`src/rtl/alu_op_sequencer_if.sv`:
```
// alu_op_sequencer_if: request handshake and datapath strobes between the control unit and the ALU sequencer; perf counters under ALU_SEQ_PERF_EN
interface alu_op_sequencer_if;
  logic       start;
  logic [4:0] opcode;
  logic       ready;
  logic       done;
  logic       illegal;
  logic [4:0] alu_opcode;
  logic       Yin;
  logic       Zin;
  logic       ZLOout;
  logic       ZHIout;
  logic       LOin;
  logic       HIin;
  logic       Rin;
  logic       IncPC;
`ifdef ALU_SEQ_PERF_EN
  logic [15:0] op_count;
  logic [31:0] busy_cycles;
  logic [7:0]  illegal_count;
  modport master(output start, opcode,
                 input ready, done, illegal, alu_opcode, Yin, Zin, ZLOout, ZHIout,
                 LOin, HIin, Rin, IncPC, op_count, busy_cycles, illegal_count);
  modport slave(input start, opcode,
                output ready, done, illegal, alu_opcode, Yin, Zin, ZLOout, ZHIout,
                LOin, HIin, Rin, IncPC, op_count, busy_cycles, illegal_count);
`else
  modport master(output start, opcode,
                 input ready, done, illegal, alu_opcode, Yin, Zin, ZLOout, ZHIout,
                 LOin, HIin, Rin, IncPC);
  modport slave(input start, opcode,
                output ready, done, illegal, alu_opcode, Yin, Zin, ZLOout, ZHIout,
                LOin, HIin, Rin, IncPC);
`endif
endinterface

```
`src/rtl/alu_op_sequencer.sv`:
```
// alu_op_sequencer: multi-cycle FSM sequencing one ALU op (load Y, exec, capture Z, write back); perf counters under ALU_SEQ_PERF_EN
module alu_op_sequencer #(
  parameter int unsigned MUL_WAIT = 2,
  parameter int unsigned DIV_WAIT = 4
) (
  input logic clock,
  input logic clear_n,
  alu_op_sequencer_if.slave bus
);
  typedef enum logic [2:0] {IDLE, LOAD_Y, EXEC, WB_LO, WB_HI, FIN} state_t;
  localparam logic [4:0] OP_MUL = 5'b01111;
  localparam logic [4:0] OP_DIV = 5'b10000;
  if (MUL_WAIT > 15 || DIV_WAIT > 15) begin : g_bad_wait
    $error("alu_op_sequencer: MUL_WAIT/DIV_WAIT must fit the 4-bit settle counter");
  end
  state_t     state;
  logic [3:0] cnt;
  logic       wide;
  logic       legal;
  logic [3:0] wait_n;
  assign legal  = bus.opcode >= 5'd3 && bus.opcode <= 5'd18;
  assign wait_n = bus.alu_opcode == OP_MUL ? 4'(MUL_WAIT) : bus.alu_opcode == OP_DIV ? 4'(DIV_WAIT) : 4'd0;
  assign bus.IncPC = 1'b0;
  // state and Moore strobes advance together so every strobe matches the state it belongs to
  always_ff @(posedge clock or negedge clear_n) begin
    if (!clear_n) begin
      state          <= IDLE;
      cnt            <= 4'd0;
      wide           <= 1'b0;
      bus.ready      <= 1'b1;
      bus.alu_opcode <= 5'd0;
      bus.done       <= 1'b0;
      bus.illegal    <= 1'b0;
      bus.Yin        <= 1'b0;
      bus.Zin        <= 1'b0;
      bus.ZLOout     <= 1'b0;
      bus.ZHIout     <= 1'b0;
      bus.LOin       <= 1'b0;
      bus.HIin       <= 1'b0;
      bus.Rin        <= 1'b0;
    end else begin
      bus.done    <= 1'b0;
      bus.illegal <= 1'b0;
      bus.Yin     <= 1'b0;
      bus.Zin     <= 1'b0;
      bus.ZLOout  <= 1'b0;
      bus.ZHIout  <= 1'b0;
      bus.LOin    <= 1'b0;
      bus.HIin    <= 1'b0;
      bus.Rin     <= 1'b0;
      case (state)
        IDLE: if (bus.start) begin
          if (legal) begin
            state          <= LOAD_Y;
            bus.alu_opcode <= bus.opcode;
            wide           <= bus.opcode == OP_MUL || bus.opcode == OP_DIV;
            bus.ready      <= 1'b0;
            bus.Yin        <= 1'b1;
          end else bus.illegal <= 1'b1;
        end
        LOAD_Y: begin
          state   <= EXEC;
          cnt     <= wait_n;
          bus.Zin <= wait_n == 4'd0;
        end
        EXEC: if (cnt == 4'd0) begin
          state      <= WB_LO;
          bus.ZLOout <= 1'b1;
          bus.LOin   <= wide;
          bus.Rin    <= !wide;
        end else begin
          cnt     <= cnt - 4'd1;
          bus.Zin <= cnt == 4'd1;
        end
        WB_LO: if (wide) begin
          state      <= WB_HI;
          bus.ZHIout <= 1'b1;
          bus.HIin   <= 1'b1;
        end else begin
          state    <= FIN;
          bus.done <= 1'b1;
        end
        WB_HI: begin
          state    <= FIN;
          bus.done <= 1'b1;
        end
        default: begin
          state     <= IDLE;
          bus.ready <= 1'b1;
        end
      endcase
    end
  end
`ifdef ALU_SEQ_PERF_EN
  // saturating activity counters
  always_ff @(posedge clock or negedge clear_n) begin
    if (!clear_n) begin
      bus.op_count      <= '0;
      bus.busy_cycles   <= '0;
      bus.illegal_count <= '0;
    end else begin
      if (state == FIN && bus.op_count != '1) bus.op_count <= bus.op_count + 16'd1;
      if (state != IDLE && bus.busy_cycles != '1) bus.busy_cycles <= bus.busy_cycles + 32'd1;
      if (bus.illegal && bus.illegal_count != '1) bus.illegal_count <= bus.illegal_count + 8'd1;
    end
  end
`endif
endmodule

```
`src/flat_wrapper.sv`:
```
// flat-port wrapper written by rule: the top's interface ports become plain ports
module alu_op_sequencer_flat 
#(
  parameter int unsigned MUL_WAIT = 2,
  parameter int unsigned DIV_WAIT = 4
)
  (clock, clear_n, bus_start, bus_opcode, bus_ready, bus_done, bus_illegal, bus_alu_opcode, bus_Yin, bus_Zin, bus_ZLOout, bus_ZHIout, bus_LOin, bus_HIin, bus_Rin, bus_IncPC);
  alu_op_sequencer_if bus_i ();
  input logic clock;
  input logic clear_n;
  input wire logic [$bits(bus_i.start)-1:0] bus_start;
  input wire logic [$bits(bus_i.opcode)-1:0] bus_opcode;
  output wire logic [$bits(bus_i.ready)-1:0] bus_ready;
  output wire logic [$bits(bus_i.done)-1:0] bus_done;
  output wire logic [$bits(bus_i.illegal)-1:0] bus_illegal;
  output wire logic [$bits(bus_i.alu_opcode)-1:0] bus_alu_opcode;
  output wire logic [$bits(bus_i.Yin)-1:0] bus_Yin;
  output wire logic [$bits(bus_i.Zin)-1:0] bus_Zin;
  output wire logic [$bits(bus_i.ZLOout)-1:0] bus_ZLOout;
  output wire logic [$bits(bus_i.ZHIout)-1:0] bus_ZHIout;
  output wire logic [$bits(bus_i.LOin)-1:0] bus_LOin;
  output wire logic [$bits(bus_i.HIin)-1:0] bus_HIin;
  output wire logic [$bits(bus_i.Rin)-1:0] bus_Rin;
  output wire logic [$bits(bus_i.IncPC)-1:0] bus_IncPC;
  assign bus_i.start = bus_start;
  assign bus_i.opcode = bus_opcode;
  assign bus_ready = bus_i.ready;
  assign bus_done = bus_i.done;
  assign bus_illegal = bus_i.illegal;
  assign bus_alu_opcode = bus_i.alu_opcode;
  assign bus_Yin = bus_i.Yin;
  assign bus_Zin = bus_i.Zin;
  assign bus_ZLOout = bus_i.ZLOout;
  assign bus_ZHIout = bus_i.ZHIout;
  assign bus_LOin = bus_i.LOin;
  assign bus_HIin = bus_i.HIin;
  assign bus_Rin = bus_i.Rin;
  assign bus_IncPC = bus_i.IncPC;
  alu_op_sequencer #(.MUL_WAIT(MUL_WAIT), .DIV_WAIT(DIV_WAIT)) u_core (.clock(clock), .clear_n(clear_n), .bus(bus_i));
endmodule
```
`config.mk`:
```
export PLATFORM = sky130hd
export DESIGN_NAME = alu_op_sequencer_flat
export DESIGN_NICKNAME = d
export VERILOG_FILES = /design/src/rtl/alu_op_sequencer_if.sv /design/src/rtl/alu_op_sequencer.sv /design/src/flat_wrapper.sv
export SDC_FILE = /design/constraint.sdc
export NUM_CORES = 1
export LEC_CHECK = 0
export CAP_MARGIN = 15
export CORE_UTILIZATION = 45
export CTS_CLUSTER_SIZE = 40
export DETAILED_ROUTE_END_ITERATION = 10
export PLACE_DENSITY = 0.73
export RECOVER_POWER = 100
export SETUP_SLACK_MARGIN = 0.2
export SLEW_MARGIN = 40
export SYNTH_ARGS = -nofsm -noshare
export SYNTH_HDL_FRONTEND = slang
export SYNTH_SLANG_ARGS = --single-unit
```
`constraint.sdc`:
```
create_clock -name clock -period 2.41 [get_ports clock]
set_input_delay 0.723 -clock clock [delete_from_list [all_inputs] [get_ports clock]]
set_output_delay 0.723 -clock clock [all_outputs]
set_load 0.02 [all_outputs]
```
==> metrics, run 1 <==
H-tree depth=1; r2r setup slk=800 ps; GRT Total Usage=0.1730; WHS=554.0 ps; final worst path period need=roughly 2200 ps; worst relative slew slack=0.5216; crit path kind=reg -> out; # port buffers=22; Clock transition at path regs=120 ps; CTS tree=built; Setup Fix Bufs, Post-CTS=0; crit-path cells=dlygate4sd3_1; IO Pins=24; max_cap viols=0; cells on worst reg2reg path=6; Worst Hold Path Cells=1; gpl congestion=0.7441; Initial Util=0.5006; post-synth top area share=0.5091; Setup TNS=0 ps; Slowest-stage cell, CP=dlygate4sd3_1; FF-to-FF Start=u_core.cnt[0]; DRT antenna net count=0; Mean Syn Cell Area=11.10 um2; post-detail-place hpwl=around 1400 um; Avg WL per Cell=between 10 and 15 um; Seq pwr share=0.428; Worst-Margin Slew=717.5 ps; pwr dens=1132 mW/mm2; antenna violations before repair=0; critical path fanouts, max=2; Crit path max-delay family=buffers and inverters; sw frac=0.3933; Worst R2R End=u_core.cnt[1]; DRC viols=0; sequential fraction of the synthesis area=0.5345; Area Growth Syn to Fin=27.51%; clock network power share=0.135; via-per-instance ratio=roughly 5; Die Area=0.002490 mm2; Yosys warning count=0; WL final=1856 um; fillers=171; Post-synth EDFFs=0; CTS root buf=clkbuf_4; final core utilization=0.6384; Final nets=131; Final Cycle Share=0.9319; Synth area leader=dfrtp_1; Die X=49.90 um; Worst Hold End=u_core.bus.Rin; final setup vio count=0; crit path DAT=1520 ps; first-pass GRT wire length=3215 um; CP endpoint kind=output pin; Mapped Area=0.001032 mm2; synthesized instance count=93; vias in the first global route=735; most common cell after layout, fill and taps aside=dfrtp_1; initial DRC count=8; share of post-route cells with drive strength above 1=0.1250; Std-Cell Rows=16; Worst VDD drop=0.6528 mV; DR pass1 iterations=4; CP Launch Type=flop; Max Slew Vio Count=0; Post-synth top flop=dfrtp_1; f_max=445.3 MHz; unrepaired setup endpoints after global routing=false; Via Count=756; Yosys cell types=34; grt ovf=0; most frequent cells in the layout=21 x dfrtp_1, 16 x dlygate4sd3_1, 10 x nand2_1; Gate power share=0.437; number of clock sinks=22; worst hold path type=reg -> reg; largest net degree at the start of global routing=15; die span in y=49.90 um; PostCTS Resize Cnt=0; Inserted Clock Buffers=3; Final Hold Viols=0; CP startpoint=u_core.bus.ready; total core area=0.002062 mm2; ys async rst share=1.000; Psw=just under 600 uW; area post-placement=between 0.001 and 0.0015 mm2; Internal=903.6 uW; Synth area leaders=dfrtp_1 51%, mux2_1 4.4%, nand2_1 3.6%, dfstp_2 2.5%, nor2_1 2.5%; Hold Buf Count CTS=0; leakage power=0.0006268 uW; Antenna Cells=0; Crit path largest cell delay=670 ps; CP required=1690 ps; status=finished, final reports clean; Worst Hold Launch=u_core.wide; Post-Syn Nets=around 100; final instance area=0.001316 mm2; clk_lat worst skew=300 ps; Final Skew=2.855 ps; clock tree buffer depth=2; worst path bufs/invs=1; synthesis-stage register bit count=22
how the worst max path moves through the flow:
stage                               endpoint  slack (ps)  cells past startpoint
global route                       bus_ready         130                      1
CTS                                bus_ready         220                      1
floorplan           u_core.bus.alu_opcode[1]         560                      4
detailed placement               u_core.wide          20                      5
global placement                 u_core.wide          50                      5
finish                             bus_ready         160                      1
through the flow:
step | cells | worst slack (ps) | power [uW]
6_report | 147 | 164.2 | 1489
5_1_grt | 147 | 134.7 | 1595
4_1_cts | 147 | 221.4 | 1534
3_5_place_dp | 143 | 23.26 | 1331
3_3_place_gp | 143 | 52.57 | 1313
2_1_floorplan | 93 | 563.9 | 1067
Yosys cell counts (2+ instances only):
| library cell | number |
|---|---|
| nor3_1 | 3 |
| o21ai_0 | 4 |
| nand2_1 | 10 |
| nand3_1 | 4 |
| mux2_1 | 4 |
| nor2_1 | 7 |
| ha_1 | 2 |
| nor4_1 | 2 |
| dfrtp_1 | 21 |
| buf_4 | 2 |
| inv_1 | 6 |
| or3b_1 | 2 |
| mux2_2 | 2 |
| nand4_1 | 2 |
| a21oi_1 | 3 |
routing by layer:
layer	GRT usage	vias to the layer above	share of wire	wire, um
li1	-	375	-	-
met2	0.2815	20	0.47	881
met4	0.05714	0	0.0070	13
met3	0.02778	2	0.033	62
met5	0	-	0	0
met1	0.2340	359	0.48	899
worst register-to-register path, stage by stage, from the launching register on:
cell	delay (ps)
dfrtp_1	440
inv_1	70
ha_1	170
or3b_1	430
nand2_1	180
nand2_1	90
mux2i_1	120
flip-flops by register name (all words and copies together) (netlist names):
name / flops
u_core.bus.Zin: 1
u_core.bus.LOin: 1
u_core.bus.Rin: 1
u_core.bus.done: 1
u_core.bus.ZLOout: 1
u_core.bus.ZHIout: 1
u_core.bus.Yin: 1
u_core.bus.alu_opcode: 5
u_core.state: 3
u_core.cnt: 4
u_core.bus.illegal: 1
u_core.wide: 1
u_core.bus.ready: 1
final cells by class:
class                           count  area [um2]  share of cell area
Inverter                            6       22.52             0.01711
Clock buffer                        4       36.28             0.02757
Timing Repair Buffer               27       250.2              0.1901
Multi-Input combinational cell     61       421.7              0.3203
Tap cell                           27       33.78             0.02567
Sequential cell                    22       551.8              0.4192
power by group through the flow:
| stage | clock, uW | combinational (uW) | sequential [uW] |
|---|---|---|---|
| 2_1_floorplan | 0 | 359 | 708 |
| 3_3_place_gp | 0 | 672 | 640 |
| 3_5_place_dp | 0 | 686 | 645 |
| 4_1_cts | 205 | 690 | 639 |
| 5_1_grt | 220 | 718 | 658 |
| 6_report | 201 | 650 | 638 |
kinds of logic after synthesis:
family                   Yosys count  share of synthesized area
AO/OA/AOI/OAI                     11                    0.07030
XOR/XNOR                           2                    0.02425
adder cells (fa/ha/maj)            2                    0.02424
buffers and inverters             10                    0.05211
flip-flops                        22                     0.5345
multiplexers                       8                    0.08969
other                              1                   0.003633
AND/OR/NAND/NOR                   37                     0.2012
Note: power is estimated with default switching activity, not from simulation.
==> inputs of run 2 (changes only) <==
- ABC_CLOCK_PERIOD_IN_PS: unset -> 2410
==> results of run 2 <==
Final layout, timing and power as in run 1 (identical DEF).
==> inputs of run 3 (changes only) <==
- PLACE_DENSITY: 0.73 -> unset
- PLACE_DENSITY_LB_ADDON: unset -> 0.08
- RECOVER_POWER: 100 -> unset
==> run 3 against run 2 <==
Against the previous run: via count rose by 0.66%; combinational power rose by 5.2%; cell count unchanged; sequential power fell by 0.8%; worst hold slack worse by 29 ps; design area increased by 0.86%; largest power group unchanged; highest routed layer unchanged; clock power down 16%; flip-flop and latch count stayed put; total power is 0.28% lower.
==> metrics, run 3 (synthesized netlist as in run 1, its figures left out) <==
status=finished, final reports clean; Clock transition at path regs=about 130 ps; WL final=1769 um; CP Capture Point=bus_ready; Final Cycle Share=0.8922; unrepaired setup endpoints after global routing=false; crit path DAT=1430 ps; pwr dens=1119 mW/mm2; largest net degree at the start of global routing=23; Antenna Cells=0; f_max=465.1 MHz; via-per-instance ratio=5.177; CP endpoint kind=output pin; total power=~1500 uW; number of clock sinks=22; Avg WL per Cell=12.03 um; Die X=49.90 um; final worst path period need=approximately 2200 ps; final instance area=0.001328 mm2; Stages on worst setup path=1; CP startpoint=u_core.bus.ready; fillers=166; post-detail-place hpwl=1342 um; Inserted Clock Buffers=3; Max Slew Vio Count=0; FF-to-FF Start=u_core.cnt[0]; DRT antenna net count=0; CP required=1690 ps; share of post-route cells with drive strength above 1=0.1417; Via Count=761; gpl congestion=roughly 0.74; Biggest register=u_core.bus.alu_opcode; DR pass1 iterations=4; final setup vio count=0; leakage power=0.0006037 uW; initial DRC count=6; crit-path cells=clkdlybuf4s50_1; Area Growth Syn to Fin=28.61%; die span in y=49.90 um; IO Pins=24; clk_lat worst skew=300 ps; # port buffers=22; max_cap viols=0; first-pass GRT wire length=approximately 3100 um; Initial Util=0.5006; most frequent cells in the layout=22 x clkdlybuf4s50_1, 21 x dfrtp_1, 10 x nand2_1; CTS tree=built; Worst R2R End=u_core.cnt[1]; worst path bufs/invs=1; clock tree buffer depth=2; Final Skew=16.09 ps; top flop regs=u_core.bus.alu_opcode: 5 flops, u_core.cnt: 4 flops, u_core.state: 3 flops; DRC viols=0; CP Launch Type=flop; grt ovf=0; Hold Buf Count CTS=0; crit path kind=reg -> out; area post-placement=0.001292 mm2; worst setup margin=approximately 260 ps; worst hold path type=reg -> reg; cells on worst reg2reg path=6; Std-Cell Rows=16; Crit path max-delay family=buffers and inverters; max FFs per register=5; Worst VDD drop=approximately 0.63 mV; total core area=0.002062 mm2; CTS root buf=clkbuf_4; Final nets=around 130; critical path fanouts, max=2; Setup TNS=0 ps; Crit path largest cell delay=~590 ps; Die Area=about 0.0025 mm2; GRT Total Usage=0.1647; Slowest-stage cell, CP=clkdlybuf4s50_1; H-tree depth=1; vias in the first global route=roughly 730; r2r setup slk=780 ps; pre-CTS WS=-37.59 ps; most common cell after layout, fill and taps aside=clkdlybuf4s50_1; antenna violations before repair=0; WHS=524.7 ps; Final Hold Viols=0
[run 3: changes by cell type in the layout (fill, tap and decap cells not counted), sizes merged]
cell	change
dlygate4sd3	-16
buf	+2
clkdlybuf4s50	+16
clkbuf	-2
[run 3: worst min path at each step]
| stage | from | slack (ps) | to | cells after the start |
|---|---|---|---|---|
| 2_1_floorplan | clear_n | 430 | u_core.bus.LOin | 0 |
| 3_3_place_gp | u_core.wide | 520 | u_core.bus.Rin | 1 |
| 3_5_place_dp | u_core.wide | 540 | u_core.bus.Rin | 1 |
| 4_1_cts | u_core.wide | 540 | u_core.bus.Rin | 1 |
| 5_1_grt | u_core.wide | 560 | u_core.bus.Rin | 1 |
| 6_report | u_core.wide | 520 | u_core.bus.Rin | 1 |
[run 3: layer usage]
| layer | wire length (um) | part of all wire | global-route usage | vias to the layer above |
|---|---|---|---|---|
| li1 | - | - | - | 377 |
| met1 | 867 | 0.49 | 0.2123 | 367 |
| met2 | 835 | 0.47 | 0.2883 | 15 |
| met3 | 57 | 0.032 | 0.02160 | 2 |
| met4 | 8 | 0.0045 | 0.04286 | 0 |
| met5 | 0 | 0 | 0 | - |
[run 3: metrics by stage]
step | cells | util
after floorplan | 93 | -
after global placement | 143 | 0.6268
after detailed placement | 143 | 0.6268
after CTS | 147 | 0.6396
after global routing | 147 | 0.6438
final | 147 | 0.6438
[run 3: what timing repair did]
item,in CTS,in global routing
setup endpoints to repair,0,2
buffers inserted,0,0
gates resized for setup,0,1
[run 3: area by class of cell]
cell class	instances	area, um2	area share
clock buffer	4	26.28	0.01979
sequential	22	551.8	0.4156
multi-input combinational	61	435.4	0.3280
tap	27	33.78	0.02545
timing repair buffer	27	257.7	0.1942
inverter	6	22.52	0.01697
[run 3: power by group]
group / switching (uW) / internal, uW / leakage [uW] / total (uW)
logic: 345 / 339 / 0.000306 / 684
registers: 127 / 506 / 0.000283 / 633
clock network: 104 / 64.3 / 0.0000150 / 168
total: 576 / 910 / 0.000604 / 1490
